--- config.mk ---
export PLATFORM = sky130hd
export DESIGN_NAME = mc_controller
export DESIGN_NICKNAME = d
export VERILOG_FILES = /design/src/rtl/mc_controller.sv
export SDC_FILE = /design/constraint.sdc
export NUM_CORES = 1
export LEC_CHECK = 0
export ABC_AREA = 1
export CAP_MARGIN = 20
export CORE_MARGIN = 2
export CORE_UTILIZATION = 35
export CTS_CLUSTER_DIAMETER = 60
export DETAILED_ROUTE_END_ITERATION = 16
export PLACE_DENSITY = 0.82
export SLEW_MARGIN = 0
export SYNTH_ARGS = -nofsm -noshare
export SYNTH_HDL_FRONTEND = slang
export SYNTH_SLANG_ARGS = --single-unit
export TNS_END_PERCENT = 20
--- constraint.sdc ---
create_clock -name clk -period 1.1 [get_ports clk]
set_input_delay 0.165 -clock clk [delete_from_list [all_inputs] [get_ports clk]]
set_output_delay 0.165 -clock clk [all_outputs]
set_load 0.02 [all_outputs]
--- src/rtl/mc_controller.sv ---
// Multicycle MIPS control unit (Moore FSM) driving the shared-ALU datapath.
// Optional feature: define MCCTRL_MEMWAIT_EN to add the mem_ready handshake;
// FETCH, MEMRD and MEMWR then stall until memory signals ready.
module mc_controller #(
   parameter int unsigned ALUCTL_W = 3
) (
   input  logic                clk,
   input  logic                reset,
   input  logic [5:0]          op,
   input  logic [5:0]          funct,
   input  logic                zero,
`ifdef MCCTRL_MEMWAIT_EN
   input  logic                mem_ready,
`endif
   output logic                iord,
   output logic                memwrite,
   output logic                irwrite,
   output logic                regdst,
   output logic                memtoreg,
   output logic                link,
   output logic                regwrite,
   output logic                alusrca,
   output logic [1:0]          alusrcb,
   output logic [1:0]          pcsrc,
   output logic                pcen,
   output logic [ALUCTL_W-1:0] alucontrol,
   output logic                illegal
);

   localparam logic [5:0] OpRtype = 6'b000000;
   localparam logic [5:0] OpLw    = 6'b100011;
   localparam logic [5:0] OpSw    = 6'b101011;
   localparam logic [5:0] OpBeq   = 6'b000100;
   localparam logic [5:0] OpBne   = 6'b000101;
   localparam logic [5:0] OpAddi  = 6'b001000;
   localparam logic [5:0] OpJ     = 6'b000010;
   localparam logic [5:0] OpJal   = 6'b000011;
   localparam logic [5:0] FnJr    = 6'b001000;

   localparam logic [2:0] AluAnd = 3'b000;
   localparam logic [2:0] AluOr  = 3'b001;
   localparam logic [2:0] AluAdd = 3'b010;
   localparam logic [2:0] AluSub = 3'b110;
   localparam logic [2:0] AluSlt = 3'b111;

   typedef enum logic [3:0] {
      StFetch, StDecode, StMemAdr, StMemRd, StMemWb, StMemWr, StRtypeEx,
      StRtypeWb, StBrEx, StAddiEx, StAddiWb, StJEx, StJalEx, StJrEx
   } state_t;

   state_t     state_q, state_d;
   logic       ready;
   logic       pcwrite;
   logic       branch;
   logic [2:0] alu_op;

`ifdef MCCTRL_MEMWAIT_EN
   assign ready = mem_ready;
`else
   assign ready = 1'b1;
`endif

   // Codes are zero-extended into any extra upper alucontrol bits.
   assign alucontrol = ALUCTL_W'(alu_op);

   // Next-state decode; memory states hold until the memory is ready.
   always_comb begin
      state_d = state_q;
      case (state_q)
         StFetch:   if (ready) state_d = StDecode;
         StDecode: begin
            case (op)
               OpLw, OpSw:   state_d = StMemAdr;
               OpRtype:      state_d = (funct == FnJr) ? StJrEx : StRtypeEx;
               OpBeq, OpBne: state_d = StBrEx;
               OpAddi:       state_d = StAddiEx;
               OpJ:          state_d = StJEx;
               OpJal:        state_d = StJalEx;
               default:      state_d = StFetch;
            endcase
         end
         StMemAdr:  state_d = (op == OpSw) ? StMemWr : StMemRd;
         StMemRd:   if (ready) state_d = StMemWb;
         StMemWr:   if (ready) state_d = StFetch;
         StRtypeEx: state_d = StRtypeWb;
         StAddiEx:  state_d = StAddiWb;
         default:   state_d = StFetch;
      endcase
   end

   // State register; reset lands in FETCH immediately.
   always_ff @(posedge clk or posedge reset) begin
      if (reset) state_q <= StFetch;
      else       state_q <= state_d;
   end

   // Output decode from state (plus op/funct/zero where the state needs them).
   always_comb begin
      iord     = 1'b0;
      memwrite = 1'b0;
      irwrite  = 1'b0;
      regdst   = 1'b0;
      memtoreg = 1'b0;
      link     = 1'b0;
      regwrite = 1'b0;
      alusrca  = 1'b0;
      alusrcb  = 2'b00;
      pcsrc    = 2'b00;
      pcwrite  = 1'b0;
      branch   = 1'b0;
      alu_op   = AluAnd;
      illegal  = 1'b0;
      case (state_q)
         StFetch: begin
            irwrite = ready;
            pcwrite = ready;
            alusrcb = 2'b01;
            alu_op  = AluAdd;
         end
         StDecode: begin
            alusrcb = 2'b11;
            alu_op  = AluAdd;
            illegal = !(op inside {OpRtype, OpLw, OpSw, OpBeq, OpBne, OpAddi, OpJ, OpJal});
         end
         StMemAdr, StAddiEx: begin
            alusrca = 1'b1;
            alusrcb = 2'b10;
            alu_op  = AluAdd;
         end
         StMemRd: iord = 1'b1;
         StMemWb: begin
            memtoreg = 1'b1;
            regwrite = 1'b1;
         end
         StMemWr: begin
            iord     = 1'b1;
            memwrite = 1'b1;
         end
         StRtypeEx: begin
            alusrca = 1'b1;
            case (funct)
               6'b100000: alu_op = AluAdd;
               6'b100010: alu_op = AluSub;
               6'b100100: alu_op = AluAnd;
               6'b100101: alu_op = AluOr;
               6'b101010: alu_op = AluSlt;
               default: begin
                  alu_op  = AluAdd;
                  illegal = 1'b1;
               end
            endcase
         end
         StRtypeWb: begin
            regdst   = 1'b1;
            regwrite = 1'b1;
         end
         StBrEx: begin
            alusrca = 1'b1;
            alu_op  = AluSub;
            pcsrc   = 2'b01;
            branch  = 1'b1;
         end
         StAddiWb: regwrite = 1'b1;
         StJEx: begin
            pcsrc   = 2'b10;
            pcwrite = 1'b1;
         end
         StJalEx: begin
            link     = 1'b1;
            regwrite = 1'b1;
            pcsrc    = 2'b10;
            pcwrite  = 1'b1;
         end
         StJrEx: begin
            pcsrc   = 2'b11;
            pcwrite = 1'b1;
         end
         default: ;
      endcase
      pcen = pcwrite | (branch & (zero ^ (op == OpBne)));
      // Strobes are forced off while reset is held so nothing is written.
      if (reset) begin
         memwrite = 1'b0;
         irwrite  = 1'b0;
         regwrite = 1'b0;
         pcen     = 1'b0;
         illegal  = 1'b0;
      end
   end

endmodule

After elaboration in Yosys (flattened, before gate mapping)
Cells that the tools add are included.
{"block": "word_totals", "input_bits": 15, "register_bits": 4, "wordCells": 69, "output_inout_bits": 17}
{"block": "op_classes", "n_eq_ne": 26, "bitwise_logic": 3, "muxes": 25, "n_reduce_logical": 14}
{"operator": "4-bit case mux with 6 select lines", "count": 2}
{"operator": "6-bit == test (second input constant)", "count": 7}
{"operator": "4-bit == test (second input constant)", "count": 6}
{"operator": "4-bit by 3-bit == test with 1-bit output (second input constant)", "count": 4}
{"operator": "1-bit two-way mux", "count": 16}
{"operator": "4-bit OR reduction", "count": 4}
{"operator": "6-bit by 2-bit == test with 1-bit output (second input constant)", "count": 2}
{"operator": "6-bit by 3-bit == test with 1-bit output (second input constant)", "count": 2}
{"operator": "6-bit by 4-bit == test with 1-bit output (second input constant)", "count": 2}
{"operator": "2-bit case mux with 3 select lines", "count": 2}
{"operator": "3-bit case mux with 4 select lines", "count": 1}
{"operator": "2-bit OR reduction", "count": 5}
{"operator": "3-bit case mux with 3 select lines", "count": 1}
{"operator": "4-bit by 2-bit == test with 1-bit output (second input constant)", "count": 2}
{"operator": "8-bit nonzero test", "count": 1}
{"operator": "6-bit logical NOT", "count": 1}
{"operator": "5-bit OR reduction", "count": 1}
{"operator": "4-bit by 1-bit == test with 1-bit output (second input constant)", "count": 1}
{"operator": "4-bit logical NOT", "count": 1}
{"operator": "4-bit two-way mux", "count": 1}
{"operator": "3-bit two-way mux", "count": 1}
{"operator": "1-bit case mux with 2 select lines", "count": 1}
{"operator": "1-bit bitwise AND", "count": 1}
{"operator": "1-bit logical NOT", "count": 1}
{"operator": "other kinds (2)", "count": 2}

Depth between registers and ports, before layout
Gate-level depths: netlist (run 1).
{"block": "logic_depth", "word_depth": 5, "depth_mapped": 8, "mapped_depth_nobuf": 8}

Worst setup path after synthesis (run 1)
OpenSTA, ideal clock, no wires.
{"block": "synth_path", "kind": "reg2out", "from": "reg state_q[0]", "to": "out regwrite", "n_path_buf": 0, "required_time_ps": 935, "stages_incl_launch_ff": 6, "path_slack_ps": -513, "arrival_time_ps": 1448, "path_cell_list": "dfrtp_1 -> nor2_1 -> inv_1 -> nor2_1 -> nor3_1 -> a21oi_1"}
{"block": "synth_between", "elab_chain_len": 4, "word_cells_on_any_way": 7, "cone_classes": "4 x eq/ne; 2 x mux; 1 x reduce/logical"}
{"element": "start: declaration", "line_no": "51", "text": "state_t state_q, state_d;"}
{"element": "start signal: assignment", "line_no": "93", "text": "if (reset) state_q <= StFetch;"}
{"element": "start signal: assignment", "line_no": "94", "text": "else state_q <= state_d;"}
{"element": "4-bit == test or 4-bit by 3-bit == test with 1-bit output (tied branches)", "line_no": "113", "text": "case (state_q)"}
{"element": "4-bit OR reduction (no line) (*)"}
{"element": "1-bit two-way mux (*)", "line_no": "113"}
{"element": "1-bit two-way mux (*)", "line_no": "182", "text": "if (reset) begin"}
{"element": "end: declaration", "line_no": "21", "text": "output logic regwrite,"}
Every way passes the cells marked *; elsewhere a longest branch is shown, timed or not.

Worst setup path after layout (run 1)
Same ends and word-level chain as after synthesis.

==> run summary, run 1 <==
The flow ran to the end, but the final reports show violations. The final reports fail on negative setup slack. TritonCTS built the clock tree. Sorting the synthesized cells by area gives the leading types as nand2_1 16%, dfrtp_1 16%, nor2_1 15%, nand3_1 13%, inv_1 13%.

For the count of final setup violators, the log shows 21. After synthesis, the mean cell area works out to 5.115 sq um. Post-route cell area: 0.001538 sq mm. The count of port buffers added during placement came out at 31. For the placed cell count, the log shows 217. The synthesized design spends more area on one cell type than any other, namely nand2_1. The congestion estimate from routability-driven global placement came to 0.9524. The tools report the initial antenna violation count as 0. The slowest stage of the critical path belongs to the cell dfrtp_2.

In the final layout, the registers with the most flip-flops are state_q (4). The post-detailed-placement cell area was 0.001325 sq mm; the register area share after synthesis was 15.66%. The run gives 1,309 as the overall via count from detail_route.

Sequential cells burn 10.8% of the power. The fill cell total of the finished layout came out at 88. The count of distinct cell types in the synthesized netlist was 18.

The critical path class was reg2out. Traced cell by cell, the critical path runs through nor2_4, inv_4, buf_6, nor2_4, nor3_2, a21oi_2, buf_6. In this run the critical register-to-register path is launched from state_q[1]$_DFF_PP0_. The logs give 0 for the number of antenna-violating nets in the routed design and 639.4 sq um for the post-synthesis instance area. The post-route clock period utilization is 152.1%. The worst-skew pair later-pin latency is 250 ps, and the relative slew slack is 78.76%.

Measured in cells, the most critical reg-to-reg path has a length of 9. STA classifies the critical path endpoint as a primary output. The largest single stage delay on the critical path is 480 ps.

After synthesis the netlist holds a flip-flop and latch count of 4. Buffer depth of the longest clock path: 2. Number of sinks handled by clock tree synthesis: 4.

The cell count after synthesis came out at 125. The top cell family by delay on the critical path was flip-flops. For the reg-to-reg setup timing slack, the log shows -340 ps. The register ranked first by flip-flop count is state_q. The switching power as a share of total power is 50.95%, and the number of top-level design ports is 32. For this run the aggregate overflow at the end of global routing stands at 0.

The core region is 0.001727 sq mm. On the final layout, the worst clock skew is 13.42 ps. The first global-routing pass estimated 4554 microns of wire. The tools report the net switching power as 1616 uW. The starting density of the core was 37.03%; the number of buffers and inverters on the critical path was 3. The internal power consumption is 1556 uW. The total number of H-tree levels was 1; the worst-case setup margin in the final layout was -573.6 ps. The maximum clock frequency came out at 597.5 MHz.

The post-route netlist has 56.86% of its cells at a drive strength greater than 1. The via count normalized by instance count works out to 5.716. The number of nets in the layout was 220; the final critical path time including I/O delays and setup was 1674 ps. For this run, the total global-route usage over all layers was measured as 29.46%.

The number of violations reported at the end of detailed-routing iteration 0 was 56. During synthesis, Yosys emitted a total of 0 warnings. Clock-pin slew was measured on the worst setup and hold paths at 50 ps.

Across the run, the number of max-cap violations was 0. The tools report the via count of the first global-routing pass as 1,054. Data arrives at the worst endpoint at 1510 ps. The estimated wirelength of the detail-placed design is 2152 microns, and the number of antenna diodes is 0. The aggregate routed wire length came out at 4091 microns. The number of failing hold endpoints at the final stage was 0; the floorplan row count was 15.

The count of TritonRoute iterations in the first routing pass is 4. The max-slew violation count is 0, and the fraction of power consumed by combinational cells is 82.2%. Of the post-synthesis cell area, the dominant cell type holds 16.44%. The most common cell after layout, fill and taps aside is buf_4.

Routed wire length per instance: 17.86 microns. Summed over all failing endpoints, the final setup total negative slack is -9324 ps. For the clock network fraction of design power, the log shows 7.0%. Entering global routing, the biggest net connects 7 pins.

VDD sags by at most 1.948 mV. The end of the worst register-to-register path was state_q[1]$_DFF_PP0_. The register with the most flip-flops in the layout has 4 of them. The worst endpoint required time is 940 ps, and the floorplan die area is 0.002185 sq mm. Compared with the post-synthesis result, the final layout area differs by 140.5%.

The final standard cell utilization of the core is 89.06%, and the slew at the pin closest to its max-slew limit is 316.2 ps. In the layout the commonest cells are 48 x buf_4, 23 x nand2_1, 15 x inv_1. The die is 46.74 microns wide.

Counting the buffers created by CTS gives 3. For this run, the number of standard cells in the final layout without fillers is 229. For this design the ratio of total power to cell area is 2063 mW/mm^2.

The analysis attributes to cell leakage a power of 0.0007941 uW. Of all nets on the critical path, the largest fanout is 5. In the routed design, unresolved DRC markers number 0. The net count after synthesis was 140. The cell sitting at the root of the clock tree is a clkbuf_4.

The worst setup path is launched from a register. Setup repair after global routing could not meet its margin everywhere. In this run the worst hold path is classified as in2async. The floorplan step set the die height to 46.74 microns.

Count of cell instances traversed by the critical path: 7.
==> worst min-delay path: cells and delay by family <==
kind	cells	cell delay [ps]
buffers and inverters	3	750
==> worst max-delay path by stage <==
stage / start / end / slack [ps]
2_1_floorplan: state_q[0]$_DFF_PP0_ / regwrite / -220
3_3_place_gp: op[2] / illegal / -1010
3_5_place_dp: op[2] / illegal / -1080
4_1_cts: state_q[1]$_DFF_PP0_ / regwrite / -500
5_1_grt: state_q[1]$_DFF_PP0_ / alucontrol[0] / -650
6_report: state_q[0]$_DFF_PP0_ / regwrite / -570
==> Yosys cell counts (all sizes together) <==
master  count
a21oi       6
a31oi       2
dfrtp       4
inv        24
nand2      30
nand3      17
nand4       3
nor2       29
nor3        3
nor4        1
o21a        1
o21ai       4
o22ai       1
==> area by class of cell <==
type	instances	area [sq um]	area share, %
sequential	4	103.9	6.754
clock buffer	4	26.28	1.709
tap	25	31.28	2.034
inverter	24	100.1	6.509
multi-input combinational	97	635.6	41.33
timing repair buffer	75	640.6	41.66
==> power groups by stage <==
stage | Sequential, uW | Combinational [uW] | Clock (uW)
2_1_floorplan | 307 | 939 | 0
3_3_place_gp | 304 | 1950 | 0
3_5_place_dp | 307 | 2020 | 0
4_1_cts | 329 | 2150 | 216
5_1_grt | 351 | 2690 | 233
6_report | 343 | 2610 | 222
==> through the flow <==
stage	setup WS [ps]	hold slack, ps	power, uW
after floorplan	-221.0	-69.12	1246
after global placement	-1010	537.4	2251
after detailed placement	-1084	542.4	2329
after CTS	-504.4	292.0	2693
after global routing	-645.9	322.2	3276
final	-573.6	309.1	3172
==> layer usage <==
layer	global-route usage (%)	part of all wire, %
met1	31.69	37
met2	60.83	50
met3	0.7692	8.7
met4	9.444	4.6
met5	0	0
==> what timing repair did <==
item                                    4_1_cts  5_1_grt
hold buffers                                  0        0
endpoints found under the setup margin       21       21
gates resized for setup                     113       25
setup buffers                                 3        5
endpoints found under the hold margin         0        0
pin swaps                                    16        8
==> kinds of logic after synthesis <==
logic type | share of synthesized area (%)
AND/OR/NAND/NOR | 57.34
buffers and inverters | 14.09
AO/OA/AOI/OAI | 12.91
flip-flops | 15.66
Power figures use the tool's default switching activity.
==> run 2: changes to the inputs <==
--- a/config.mk
+++ b/config.mk
@@ -12,7 +12,7 @@
 export CTS_CLUSTER_DIAMETER = 60
 export DETAILED_ROUTE_END_ITERATION = 16
 export PLACE_DENSITY = 0.82
-export SLEW_MARGIN = 0
+export SLEW_MARGIN = 20
 export SYNTH_ARGS = -nofsm -noshare
 export SYNTH_HDL_FRONTEND = slang
 export SYNTH_SLANG_ARGS = --single-unit
==> results of run 2 <==
No change in the layout: final DEF, timing and power equal those of run 1.
==> run 3: changes to the inputs <==
--- a/config.mk
+++ b/config.mk
@@ -8,10 +8,11 @@
 export ABC_AREA = 1
 export CAP_MARGIN = 20
 export CORE_MARGIN = 2
-export CORE_UTILIZATION = 35
+export CORE_UTILIZATION = 37
+export CTS_BUF_LIST = sky130_fd_sc_hd__clkbuf_8
 export CTS_CLUSTER_DIAMETER = 60
 export DETAILED_ROUTE_END_ITERATION = 16
-export PLACE_DENSITY = 0.82
+export PLACE_DENSITY = 0.86
 export SLEW_MARGIN = 20
 export SYNTH_ARGS = -nofsm -noshare
 export SYNTH_HDL_FRONTEND = slang
==> run 3 against run 2 <==
  * The flow still finishes with violations (negative setup slack)
  * Sequential power hardly changed
  * Core utilization is 2.6 points higher
  * Critical path type unchanged
  * Clock skew down 4.0 ps
  * Combinational power is 4% lower
  * Via count down 3.4%
  * Largest cell class is now multi-input combinational cells
  * Largest power group unchanged
==> run summary, run 3 (synthesis gave the netlist of run 1 again) <==
The tools report the count of TritonRoute iterations in the first routing pass as 4 (unchanged). The signal on the critical path passes through inv_2, nor2_4, nand2_4, nor2_2, nand3_2, a21oi_4, buf_6. The aggregate routed wire length is 4190 microns (+2.4%). TritonCTS built the clock tree. The worst endpoint required time is 940 ps (about the same), and the total power per unit cell area is 2085 mW/mm^2 (+1.1%).

Compared with the post-synthesis result, the final layout area differs by 139.5%. The checks that failed: negative setup slack. The buffer depth of the longest clock path was 2 (unchanged).

The maximum clock frequency came out at 583.2 MHz (-2.4%). The final critical path time including I/O delays and setup works out to 1715 ps (+41.12 ps). The clock slew at the register clock pins of the worst setup and hold paths is 40 ps (about the same).

In this run the worst setup path begins at state_q[2]$_DFF_PP0_. The worst IR drop on VDD was 1.869 mV (-4.0%). Total global routing track utilization: 35.91% (+6.4 points).

The setup total negative slack was -9072 ps (+252.1 ps). The worst-case setup margin in the final layout is -614.7 ps (-41.12 ps), and the count of final setup violators is 21 (unchanged). The run finished, with violations left. For the largest net degree at the start of global routing, the log shows 7 (unchanged).

The number of maximum-capacitance constraint violations came out at 0 (unchanged). The flip-flop count of the largest register after layout is 4 (unchanged). The worst setup path is launched from a register. In the final layout, the registers with the most flip-flops are state_q (4). The routed wire length per instance works out to 19.22 microns (+7.6%).

The largest stage delay on the critical path is 400 ps (-80 ps). The overall die width is 45.57 microns (-2.5%), and the floorplan die area is 0.002077 sq mm (-4.9%). The initial antenna violation count came out at 0 (unchanged).

The relative slew slack is 73.77% (-5.0 points), and the estimated wirelength of the detail-placed design is 2150 microns (-0.11%). For the post-route cell area, the log shows 0.001531 sq mm (-0.41%). The worst setup path is of the reg2out kind. The number of failing hold endpoints at the final stage was 0 (unchanged). Number of antenna diodes: 0 (unchanged).

The maximum fanout count along the critical path is 3 (-2), and the floorplan row count is 15 (unchanged). The tools report the max-slew violation count as 0 (unchanged). The fraction of layout instances using a drive strength above 1 was 60.20% (+3.3 points).

The first-pass GRT wire length came out at 5237 microns (+15%). For the total power draw, the log shows 3193 uW (+0.67%). The quantity of hold-fixing buffers added after cts was 0 (unchanged); the via count normalized by instance count was 5.803 (+1.5%). Register ranked first by flip-flop count: state_q. The number of nets in the layout is 217 (-1.4%).

The worst register-to-register path begins at state_q[1]$_DFF_PP0_. The global route total overflow came out at 0 (unchanged). The slew at the pin closest to its max-slew limit is 390.5 ps (+74.23 ps), and the number of sinks handled by clock tree synthesis is 4 (unchanged). Among all stages on the critical path, the largest delay is contributed by dfrtp_1.

The count of port buffers added during placement was 31 (unchanged); the post-route clock period utilization was 155.9% (+3.7 points). The arrival time of data at the critical path endpoint was 1550 ps (+40 ps). The via count of the first global-routing pass was 1,181 (+12%).

The run gives 0.8959 (-5.9%) as the routability congestion estimate from global placement. The post-detailed-placement cell area came out at 0.001292 sq mm (-2.5%). The most common cell after layout, fill and taps aside was buf_4.

The overall via count from detail_route was 1,265 (-3.4%); the worst-skew pair later-pin latency was 230 ps (-20 ps). For the number of violations reported at the end of detailed-routing iteration 0, the log shows 39 (-30%). The logs give 0.001670 sq mm (-3.3%) for the placeable core region and -1093 ps (-8.960 ps) for the post-placement setup slack. Static leakage: 0.0007756 uW (-2.3%). Setup repair after global routing could not meet its margin everywhere. The run gives 3 (unchanged) as the number of buffers inserted during clock tree synthesis.

Class of the worst hold path: in2async. The number of antenna-violating nets in the routed design is 0 (unchanged). The tree is rooted in a clkbuf_8. The count of unresolved DRC violations after routing was 0 (unchanged).

The number of top-level design ports came out at 32 (unchanged). STA classifies the critical path endpoint as a primary output. The library cells used most frequently in the layout, excluding fill and tap cells, are 46 x buf_4, 23 x nand2_1, 13 x nor2_2, 13 x inv_1, 12 x nand3_1. The logs give 9.417 ps (-4.008 ps) for the final clock skew and 38.28% (+1.2 points) for the starting density of the core. The total number of H-tree levels was 1 (unchanged). The overall die height came out at 45.57 microns (-2.5%).
==> run 3: final cells by class <==
class / count / area (sq um)
clock buffers: 3 / 41.29
fillers: 67 / 138.9
flip-flops and latches: 4 / 103.9
repair buffers: 72 / 605.6
clock inverters: 1 / 3.754
inverters: 24 / 105.1
multi-input cells: 97 / 650.6
well taps: 17 / 21.27
==> run 3: worst paths after layout <==
check                                        to  slack, ps  cells after the start
max                                     illegal       -610                      7
min                        state_q[1]$_DFF_PP0_        340                      3
max reg2reg                state_q[1]$_DFF_PP0_       -290                      8
min reg2reg                state_q[0]$_DFF_PP0_        870                      5
max in group asynchronous  state_q[3]$_DFF_PP0_        590                      3
min in group clk           state_q[1]$_DFF_PP0_        660                      7
==> run 3: metrics by stage <==
step,utilization (%),hold slack (ps),cells
floorplan,-,-69.12,125
global placement,77.38,532.7,206
detailed placement,77.38,538.9,206
CTS,84.04,317.1,215
global route,91.69,337.6,218
finish,91.69,335.9,218
==> run 3: worst max-delay path: cells and delay by family, from the launching register on <==
| kind | cells | cell delay [ps] |
|---|---|---|
| and+or+nand+nor | 4 | 570 |
| DFF | 1 | 400 |
| buffers and inverters | 2 | 220 |
| AOI/OAI and AO/OA | 1 | 140 |
==> run 3: repair_timing <==
action,4_1_cts,5_1_grt
pin swaps,13,6
cloned,0,0
resized for setup,121,30
setup endpoints to repair,21,21
hold endpoints to repair,0,0
setup buffers,5,4
==> run 3: layer usage <==
metal	GRT usage, %	share of wire (%)	wire [microns]
met3	6.349	6.8	286
met5	0	0	0
met1	36.78	35	1450
met4	21.76	5.7	238
met2	66.20	53	2215
==> run 3: where the power goes <==
part           switching (uW)  internal, uW  total [uW]  leakage [uW]
Combinational            1360          1150        2510      0.000700
Sequential                133           210         343     0.0000488
Clock                    96.6           240         336     0.0000269
Total                    1590          1600        3190      0.000776
